--- config.mk ---
export PLATFORM = sky130hd
export DESIGN_NAME = serial_subtractor
export DESIGN_NICKNAME = d
export VERILOG_FILES = /design/src/rtl/serial_subtractor_pkg.sv /design/src/rtl/serial_subtractor_full_subtractor.sv /design/src/rtl/serial_subtractor.sv
export SDC_FILE = /design/constraint.sdc
export NUM_CORES = 1
export LEC_CHECK = 0
export ABC_CLOCK_PERIOD_IN_PS = 1900
export CORE_ASPECT_RATIO = 0.6
export CORE_MARGIN = 2
export CORE_UTILIZATION = 25
export CTS_CLUSTER_DIAMETER = 120
export DETAILED_ROUTE_END_ITERATION = 16
export GPL_ROUTABILITY_DRIVEN = 0
export PLACE_DENSITY = 0.48
export SKIP_LAST_GASP = 1
export SLEW_MARGIN = 0
export SYNTH_ARGS = -nofsm -noshare
export SYNTH_HDL_FRONTEND = slang
export SYNTH_HIERARCHICAL = 1
export SYNTH_SLANG_ARGS = --single-unit
--- constraint.sdc ---
create_clock -name clk -period 1.9 [get_ports clk]
set_clock_uncertainty 0.15 [all_clocks]
set_input_delay 0.38 -clock clk [delete_from_list [all_inputs] [get_ports clk]]
set_output_delay 0.38 -clock clk [all_outputs]
set_load 0.01 [all_outputs]
--- src/rtl/serial_subtractor_pkg.sv ---
// Shared types and helpers for the bit-serial subtractor.
package serial_subtractor_pkg;

  typedef enum logic [1:0] {
    IDLE = 2'd0,
    RUN  = 2'd1,
    DONE = 2'd2
  } state_t;

  // Counter must be able to hold WIDTH.
  function automatic int cnt_width(input int w);
    return $clog2(w + 1);
  endfunction

endpackage

--- src/rtl/serial_subtractor_full_subtractor.sv ---
// One-bit full-subtractor cell: d = a - b - bin, with borrow-out.
module full_subtractor (
  input  logic a,
  input  logic b,
  input  logic bin,
  output logic d,
  output logic bout
);

  assign d    = a ^ b ^ bin;
  assign bout = (~a & b) | (~(a ^ b) & bin);

endmodule

--- src/rtl/serial_subtractor.sv ---
// Bit-serial WIDTH-bit subtractor, LSB first, one bit per clock.
// Define SERIAL_SUBTRACTOR_OVF_EN to add the signed-overflow output ovf.
module serial_subtractor
  import serial_subtractor_pkg::*;
#(
  parameter int WIDTH = 8
) (
  input  logic             clk,
  input  logic             rst_n,
  input  logic             start_valid,
  output logic             start_ready,
  input  logic [WIDTH-1:0] a,
  input  logic [WIDTH-1:0] b,
  input  logic             bin,
  output logic [WIDTH-1:0] diff,
  output logic             bout,
  output logic             done_valid,
  input  logic             done_ready,
  output logic             busy
`ifdef SERIAL_SUBTRACTOR_OVF_EN
  ,
  output logic             ovf
`endif
);

  localparam int CW = cnt_width(WIDTH);
  localparam logic [CW-1:0] LAST = CW'(WIDTH - 1);

  state_t           state_q, state_d;
  logic [WIDTH-1:0] sa_q, sa_d;
  logic [WIDTH-1:0] sb_q, sb_d;
  logic [WIDTH-1:0] res_q, res_d;
  logic [WIDTH-1:0] diff_q, diff_d;
  logic [CW-1:0]    cnt_q, cnt_d;
  logic             br_q, br_d;
  logic             bout_q, bout_d;

  logic             cell_d;
  logic             cell_bout;
  logic [WIDTH:0]   res_ext;
  logic [WIDTH-1:0] res_shift;

`ifdef SERIAL_SUBTRACTOR_OVF_EN
  logic a_msb_q, a_msb_d;
  logic b_msb_q, b_msb_d;
  logic ovf_q, ovf_d;
`endif

  full_subtractor u_cell (
    .a    (sa_q[0]),
    .b    (sb_q[0]),
    .bin  (br_q),
    .d    (cell_d),
    .bout (cell_bout)
  );

  always_comb begin
    state_d   = state_q;
    sa_d      = sa_q;
    sb_d      = sb_q;
    res_d     = res_q;
    diff_d    = diff_q;
    cnt_d     = cnt_q;
    br_d      = br_q;
    bout_d    = bout_q;
    res_ext   = {cell_d, res_q};
    res_shift = res_ext[WIDTH:1];
`ifdef SERIAL_SUBTRACTOR_OVF_EN
    a_msb_d   = a_msb_q;
    b_msb_d   = b_msb_q;
    ovf_d     = ovf_q;
`endif

    unique case (state_q)
      IDLE: begin
        if (start_valid) begin
          sa_d    = a;
          sb_d    = b;
          br_d    = bin;
          res_d   = '0;
          cnt_d   = '0;
          state_d = RUN;
`ifdef SERIAL_SUBTRACTOR_OVF_EN
          a_msb_d = a[WIDTH-1];
          b_msb_d = b[WIDTH-1];
`endif
        end
      end
      RUN: begin
        sa_d  = sa_q >> 1;
        sb_d  = sb_q >> 1;
        br_d  = cell_bout;
        res_d = res_shift;
        cnt_d = cnt_q + 1'b1;
        // Final bit: publish the result straight from the cell output.
        if (cnt_q == LAST) begin
          state_d = DONE;
          diff_d  = res_shift;
          bout_d  = cell_bout;
`ifdef SERIAL_SUBTRACTOR_OVF_EN
          ovf_d   = (a_msb_q != b_msb_q) && (res_shift[WIDTH-1] != a_msb_q);
`endif
        end
      end
      DONE: begin
        if (done_ready) state_d = IDLE;
      end
      default: state_d = IDLE;
    endcase
  end

  always_ff @(posedge clk or negedge rst_n) begin
    if (!rst_n) begin
      state_q <= IDLE;
      sa_q    <= '0;
      sb_q    <= '0;
      res_q   <= '0;
      diff_q  <= '0;
      cnt_q   <= '0;
      br_q    <= 1'b0;
      bout_q  <= 1'b0;
`ifdef SERIAL_SUBTRACTOR_OVF_EN
      a_msb_q <= 1'b0;
      b_msb_q <= 1'b0;
      ovf_q   <= 1'b0;
`endif
    end else begin
      state_q <= state_d;
      sa_q    <= sa_d;
      sb_q    <= sb_d;
      res_q   <= res_d;
      diff_q  <= diff_d;
      cnt_q   <= cnt_d;
      br_q    <= br_d;
      bout_q  <= bout_d;
`ifdef SERIAL_SUBTRACTOR_OVF_EN
      a_msb_q <= a_msb_d;
      b_msb_q <= b_msb_d;
      ovf_q   <= ovf_d;
`endif
    end
  end

  assign start_ready = (state_q == IDLE);
  assign done_valid  = (state_q == DONE);
  assign busy        = (state_q != IDLE);
  assign diff        = diff_q;
  assign bout        = bout_q;
`ifdef SERIAL_SUBTRACTOR_OVF_EN
  assign ovf         = ovf_q;
`endif

endmodule

After elaboration in Yosys (flattened, before gate mapping)
Index checks and enable logic that the tools add are counted.
W data, S select, Z words.
{"block": "totals", "output_inout_bits": 12, "word_cells": 42, "inputBits": 21, "register_bits": 40}
{"block": "op_classes", "bitwise": 7, "add_sub_neg": 1, "reduce_logical": 6, "n_eq_ne": 6, "muxes": 14}
{"operator": "$pmux W8 S2", "n": 3}
{"operator": "$mux W8", "n": 3}
{"operator": "$pmux W4 S2", "n": 1}
{"operator": "$mux W2", "n": 3}
{"operator": "$pmux W2 S3", "n": 1}
{"operator": "$add A4 B1 Y4 const B", "n": 1}
{"operator": "$eq A4 B3 Y1 const B", "n": 1}
{"operator": "$mux W4", "n": 1}
{"operator": "$ne A2 B2 Y1 const B", "n": 2}
{"operator": "$reduce_and A2 Y1", "n": 2}
{"operator": "$reduce_bool A2 Y1", "n": 2}
{"operator": "$reduce_and A3 Y1", "n": 1}
{"operator": "$and A1 B1 Y1", "n": 2}
{"operator": "$eq A2 B1 Y1 const B", "n": 1}
{"operator": "$eq A2 B2 Y1 const B", "n": 1}
{"operator": "$logic_not A2 Y1", "n": 1}
{"operator": "$ne A2 B1 Y1 const B", "n": 1}
{"operator": "$not A1 Y1", "n": 2}
{"operator": "$pmux W1 S2", "n": 1}
{"operator": "$xor A1 B1 Y1", "n": 2}
{"operator": "$mux W1", "n": 1}
{"operator": "$or A1 B1 Y1", "n": 1}

Depth between registers and ports, before layout
Gate-level depths: netlist of run 1.
{"block": "depth", "ltp_word": 5, "mapped_depth": 5, "mapped_depth_nobuf": 5}

Modules after synthesis
Netlist of run 1, hierarchy kept.
{"module": "serial_subtractor", "area_each_um2": 1754.2, "seq_area_each_um2": 975.9, "instances": 1, "cells_each": 157}
{"module": "full_subtractor", "area_each_um2": 31.3, "seq_area_each_um2": 0.0, "instances": 1, "cells_each": 4}

Worst setup path before layout of run 1
OpenSTA, ideal clock, no wires.
{"block": "synth_path", "path_kind": "reg2out", "from": "reg state_q[0]", "to": "out start_ready", "t_required_ns": 1.370, "path_buffers": 1, "path_stages_with_launch": 4, "arrival_ns": 1.048, "setup_slack_ns": 0.322, "cell_sequence": "dfrtp_1 > clkbuf_1 > or2_2 > inv_1"}
{"block": "synth_via", "elab_chain_len": 1}
{"element": "from (decl)", "line_no": "serial_subtractor.sv:29", "source": "state_t state_q, state_d;"}
{"element": "from (signal assigned)", "line_no": "serial_subtractor.sv:128", "source": "state_q <= state_d;"}
{"element": "$logic_not A2 Y1", "line_no": "serial_subtractor.sv:144", "source": "assign start_ready = (state_q == IDLE);"}
{"element": "to (decl)", "line_no": "serial_subtractor.sv:11", "source": "output logic start_ready,"}
No other way between the ends.

Worst setup path in the final report of run 1
Same ends and word-level chain as after synthesis.

==> results.md, run 1 <==
- Status: finished with violations
- Failing checks: design-rule violations
- Total CTS buffers: 5
- Flop-to-flop setup slack: 0.09 ns
- Yosys top cell by area: dfrtp_1
- Worst hold path type: input port to async pin
- Slew @ Worst Pin: 0.521 ns
- Mean Syn Cell Area: 11.1 µm²
- Initial Utilization: 0.263
- RSZ-0062 raised after global routing: false
- Vias in the first global route: 1,305
- GRT Overall Usage: 0.113
- Crit path capture type: primary output
- Peak supply drop: 0.000431 V
- Commonest cells after routing, fill and taps aside: 39 x dfrtp_1, 28 x clkdlybuf4s50_1, 18 x o21ai_0, 18 x nor2b_1, 18 x a21oi_1
- Most common cell after layout, fill and taps aside: dfrtp_1
- DIE WIDTH: 113 µm
- Layout cells sized above 1: 0.188
- Tmin final: 1.86 ns
- Initial drt markers: 63
- DP Wirelength: 2.87 mm
- First-pass DRT Iterations: 10
- Final core occ: 0.361
- Max Freq: 0.538 GHz
- Syn Nets: 184
- GR Overflow Total: 0
- Ant. Diodes: 0
- Critical path required time: 1.37 ns
- CTS clock-pin slew for the worst setup and hold paths: 0.06 ns
- Max Fanout on Critical Path: 3
- Initial antenna violation count: 0
- First-pass GRT wire length: 6.90 mm
- Row cnt: 23
- Max Slew Vio Count: 0
- Final ANT Viol Nets: 0
- Reg-to-Reg Start: state_q[1]
- Setup TNS Final: 0 ns
- Crit path from: state_q[0]
- H-tree depth: 2
- Synth top area cells: dfrtp_1 55%, a22oi_1 6.7%, nor2b_1 6.7%
- Worst Reg2Reg Path Length in Cells: 6
- Dpl ws: 0.0436 ns
- Pin count of the biggest net entering global routing: 40
- Critical Path AT: 1.33 ns
- Post-CTS setup buffer count: 0
- Via-to-Cell Ratio: 4.63
- Core Region: 6790 µm²
- Final setup margin: 0.0413 ns
- P&R area growth vs syn: 37.5%
- Max Buffers Root-to-Sink: 2
- Final period utilization: 0.978
- Synth top area share: 0.547
- I/O Pins: 33
- Die H: 69.5 µm
- PwrDens: 1520 nW/µm²
- Startpoint class of the critical path: flip-flop
- Yosys Warn Count: 6
- WL final: 4.24 mm
- Die ar.: 7860 µm²
- Slew headroom: 0.653
- Detailed-route via count: 1,362
- # port buffers: 32
- Seq cells post-synth: 39
- Clock Latency Late Sink: 0.28 ns
- # clock sinks: 39
- Cells after Synth: 161
- DR DRC count: 2
- Critical path class: flip-flop to primary output
- CTS tree: built
- Synthesized cell area: 1790 µm²
- Netlist cell types: 24
- Clock tree root driver cell: clkbuf_16
- Maxcap violations: 0
- Final setup viols: 0
- Final net count: 229
- RR Endpoint: diff[1]
- Final Hold Viols: 0
- Wire per inst: 14.4 µm
- Leak: 1.07 nW
- Post-synthesis sequential area ratio: 0.547
-- flip-flops by register name (all words and copies together) (netlist names) --
signal / cells
bout: 1
br_q: 1
cnt_q: 4
diff: 8
res_q: 7
sa_q: 8
sb_q: 8
state_q: 2
-- routing by layer --
layer / vias to the layer above / part of all wire / global-route usage
met3: 5 / 0.059 / 0.0341
li1: 671 / - / -
met2: 36 / 0.38 / 0.137
met4: 0 / 0.010 / 0.0325
met1: 650 / 0.55 / 0.183
met5: - / 0 / 0
-- worst max-delay path by stage --
stage,end,slack [ns],cells past startpoint
after floorplan,start_ready,0.32,3
after global placement,done_valid,0.06,3
after detailed placement,sa_q[0],0.04,5
after CTS,done_valid,0.02,3
after global routing,done_valid,0.007,3
final,start_ready,0.04,3
-- cell usage after synthesis --
| library cell | n |
|---|---|
| buf_2 | 5 |
| buf_4 | 1 |
| o31ai_1 | 1 |
| a22oi_1 | 16 |
| dfrtp_1 | 39 |
| clkbuf_1 | 4 |
| and2_1 | 1 |
| nor3_4 | 1 |
| nand2_1 | 4 |
| a21oi_1 | 18 |
| fa_1 | 1 |
| nand2b_4 | 1 |
| a21o_1 | 1 |
| mux2_2 | 10 |
| nand3_1 | 1 |
| or2_2 | 1 |
| nor2b_1 | 19 |
| ha_1 | 1 |
| nor2_1 | 2 |
| a22o_1 | 9 |
| o21bai_1 | 1 |
| inv_1 | 5 |
| o21ai_0 | 18 |
| and2b_1 | 1 |
-- per-stage QoR --
| stage | power (mW) | std cells | area (µm²) | hold WS, ns |
|---|---|---|---|---|
| floorplan | 2.22 | 161 | 1790 | -0.0656 |
| global placement | 2.79 | 286 | 2280 | 0.338 |
| detailed placement | 2.79 | 286 | 2280 | 0.334 |
| CTS | 3.76 | 294 | 2450 | 0.0352 |
| global route | 4.01 | 294 | 2450 | 0.0539 |
| finish | 3.72 | 294 | 2450 | 0.0126 |
-- layout make-up --
cell class,instances,area [µm²]
clock inverters,3,43.8
inverters,5,18.8
multi-input cells,107,746
well taps,87,109
clock buffers,5,125
fillers,686,4340
flip-flops and latches,39,976
repair buffers,48,437
-- worst max-delay path, stage by stage (launching register included) --
cell and delay, ns:
dfrtp_1 0.41, or2_2 0.33, inv_1 0.06, dlygate4sd2_1 0.26
-- cell families after synthesis --
logic type	after synthesis	synth area share
flip-flops	39	0.547
AND/OR/NAND/NOR	31	0.110
adder cells (fa/ha/maj)	2	0.0182
buffers and inverters	15	0.0371
multiplexers	10	0.0631
AO/OA/AOI/OAI	64	0.225
-- timing repair --
item / in CTS / in global routing
setup endpoints to repair: 3 / 19
hold buffers: 0 / 0
resized for setup: 3 / 3
-- where the power goes --
| group | internal (mW) | switching (mW) | leakage [nW] | total [mW] |
|---|---|---|---|---|
| clock | 0.619 | 0.337 | 0.0838 | 0.956 |
| sequential | 1.17 | 0.258 | 0.503 | 1.43 |
| combinational | 0.745 | 0.589 | 0.481 | 1.33 |
| total | 2.54 | 1.18 | 1.07 | 3.72 |
(Power assumes the default switching activity.)
==> inputs of run 2 (changes only) <==
Settings changed: ABC_CLOCK_PERIOD_IN_PS 1900 to 2300, PLACE_DENSITY 0.48 to default, PLACE_DENSITY_LB_ADDON from default to 0.1.
Clock period 1.9 ns to 2.3 ns, I/O delays scaled along.
==> results.md, run 2 (same netlist as run 1, synthesis figures left out) <==
- Status: finished with violations (unchanged)
- Failing checks: design-rule violations (unchanged)
- Gate power share: 0.363 (was 0.358)
- Startpoint class of the critical path: flip-flop (unchanged)
- Cell Int Power: 2.02 mW (was 2.54 mW)
- WL final: 4.29 mm (was 4.24 mm)
- RSZ-0062 raised after global routing: false (unchanged)
- Pin count of the biggest net entering global routing: 40 (unchanged)
- DP Wirelength: 2.91 mm (was 2.87 mm)
- Peak supply drop: 0.000331 V (was 0.000431 V)
- Detailed-route via count: 1,341 (was 1,362)
- Die ar.: 7860 µm² (unchanged)
- I/O Pins: 33 (unchanged)
- Finished Cell Area: 2390 µm² (was 2450 µm²)
- Seq pwr share: 0.396 (was 0.385)
- Wire per inst: 14.9 µm (was 14.4 µm)
- Post-CTS setup buffer count: 0 (unchanged)
- Final net count: 223 (was 229)
- Maxcap violations: 0 (unchanged)
- Most common cell after layout, fill and taps aside: dfrtp_1 (unchanged)
- Max Fanout on Critical Path: 4 (was 3)
- # port buffers: 32 (unchanged)
- First-pass DRT Iterations: 10 (unchanged)
- Setup TNS Final: 0 ns (unchanged)
- DR DRC count: 1 (was 2)
- Vias in the first global route: 1,386 (was 1,305)
- Post-CTS sizing: 0 (was 3)
- Layout cells sized above 1: 0.154 (was 0.188)
- GRT Overall Usage: 0.120 (was 0.113)
- Worst hold path type: input port to async pin (unchanged)
- Critical Path AT: 1.60 ns (was 1.33 ns)
- Placed Instance Area: 2240 µm² (was 2280 µm²)
- Clock Latency Late Sink: 0.28 ns (about the same)
- Hold WS: 0.0746 ns (was 0.0126 ns)
- First-pass GRT wire length: 7.38 mm (was 6.90 mm)
- Final ANT Viol Nets: 0 (unchanged)
- Max Freq: 0.453 GHz
- Tmin final: 2.21 ns
- Worst Reg2Reg Path Length in Cells: 5 (was 6)
- FILL cells: 678 (was 686)
- Switch Pwr: 968 µW (was 1.18 mW)
- Design Power: 2.99 mW (was 3.72 mW)
- CTS Hold Bufs: 0 (unchanged)
- H-tree depth: 2 (unchanged)
- Crit path capture type: primary output (unchanged)
- GR Overflow Total: 0 (unchanged)
- Row cnt: 23 (unchanged)
- Die H: 69.5 µm (unchanged)
- Total CTS buffers: 5 (unchanged)
- DIE WIDTH: 113 µm (unchanged)
- Final period utilization: 0.961
- Slew headroom: 0.570 (was 0.653)
- Slew @ Worst Pin: 0.643 ns (was 0.521 ns)
- # clock sinks: 39 (unchanged)
- Initial antenna violation count: 0 (unchanged)
- Sw Share: 0.324 (was 0.318)
- Clock tree root driver cell: clkbuf_16 (unchanged)
- Initial Utilization: 0.263 (unchanged)
- Core Region: 6790 µm² (unchanged)
- Max Slew Vio Count: 0 (unchanged)
- Final setup viols: 0 (unchanged)
- P&R area growth vs syn: 34.1% (was 37.5%)
- Commonest cells after routing, fill and taps aside: 39 x dfrtp_1, 31 x clkdlybuf4s50_1, 19 x nor2b_1 (was 39 x dfrtp_1, 28 x clkdlybuf4s50_1, 18 x o21ai_0, 18 x nor2b_1, 18 x a21oi_1)
- Critical path required time: 1.69 ns (was 1.37 ns)
- Leak: 1.02 nW (was 1.07 nW)
- CTS tree: built (unchanged)
- Ant. Diodes: 0 (unchanged)
- Initial drt markers: 65 (was 63)
- PwrDens: 1250 nW/µm² (was 1520 nW/µm²)
- Critical path class: flip-flop to primary output (unchanged)
- CTS clock-pin slew for the worst setup and hold paths: 0.06 ns (about the same)
- Via-to-Cell Ratio: 4.66 (was 4.63)
- Max Buffers Root-to-Sink: 2 (unchanged)
- Clock group share of total power: 0.241 (was 0.257)
- Final Hold Viols: 0 (unchanged)
run 2: cell count changes in the layout (fill, tap and decap cells not counted):
cell             delta
buf_4               -5
buf_6               -1
bufinv_16           -1
clkbuf_1            +1
clkbuf_8            +2
clkdlybuf4s15_1     -1
clkdlybuf4s50_1     +3
clkinv_2            -1
clkinv_4            -1
dlygate4sd2_1       -2
nor2b_1             +1
nor2b_2             -1
run 2: path summary, 6_finish.rpt:
check	start	to	slack [ns]
min in group clk	diff[5]	diff[5]	0.35
max in group asynchronous	rst_n	res_q[3]	1.56
hold reg to reg	diff[5]	diff[5]	0.35
setup reg to reg	state_q[0]	sb_q[5]	0.38
hold / removal	rst_n	sb_q[7]	0.07
setup / recovery	state_q[1]	start_ready	0.09
run 2: metal layers:
metal	GRT usage	up-vias	routed length [µm]
met2	0.151	30	1700
met5	0	-	0
met4	0.0488	0	63
li1	-	658	-
met1	0.185	649	2340
met3	0.0385	4	185
run 2: layout make-up:
type | count | area [µm²] | area share
Clock buffer | 8 | 156 | 0.0653
Inverter | 5 | 18.8 | 0.00784
Multi-Input combinational cell | 107 | 743 | 0.311
Sequential cell | 39 | 976 | 0.408
Tap cell | 87 | 109 | 0.0455
Timing Repair Buffer | 42 | 390 | 0.163
run 2: per-stage QoR:
step                setup WS, ns  utilization  std cells
floorplan                  0.642            -        161
finish                    0.0901        0.352        288
CTS                       0.0768        0.352        288
global placement           0.384        0.329        280
global route              0.0574        0.352        288
detailed placement         0.356        0.329        280
run 2: power by group through the flow:
stage / combinational [mW] / clock, mW / sequential, mW
2_1_floorplan: 0.665 / 0 / 1.17
6_report: 1.09 / 0.722 / 1.18
3_3_place_gp: 1.09 / 0 / 1.18
5_1_grt: 1.22 / 0.766 / 1.23
3_5_place_dp: 1.10 / 0 / 1.19
4_1_cts: 1.11 / 0.738 / 1.18
run 2: worst max-delay path: stages, from the launching register on:
cell and delay (ns):
dfrtp_1 0.40, or2_2 0.32, inv_1 0.07, clkdlybuf4s50_1 0.53
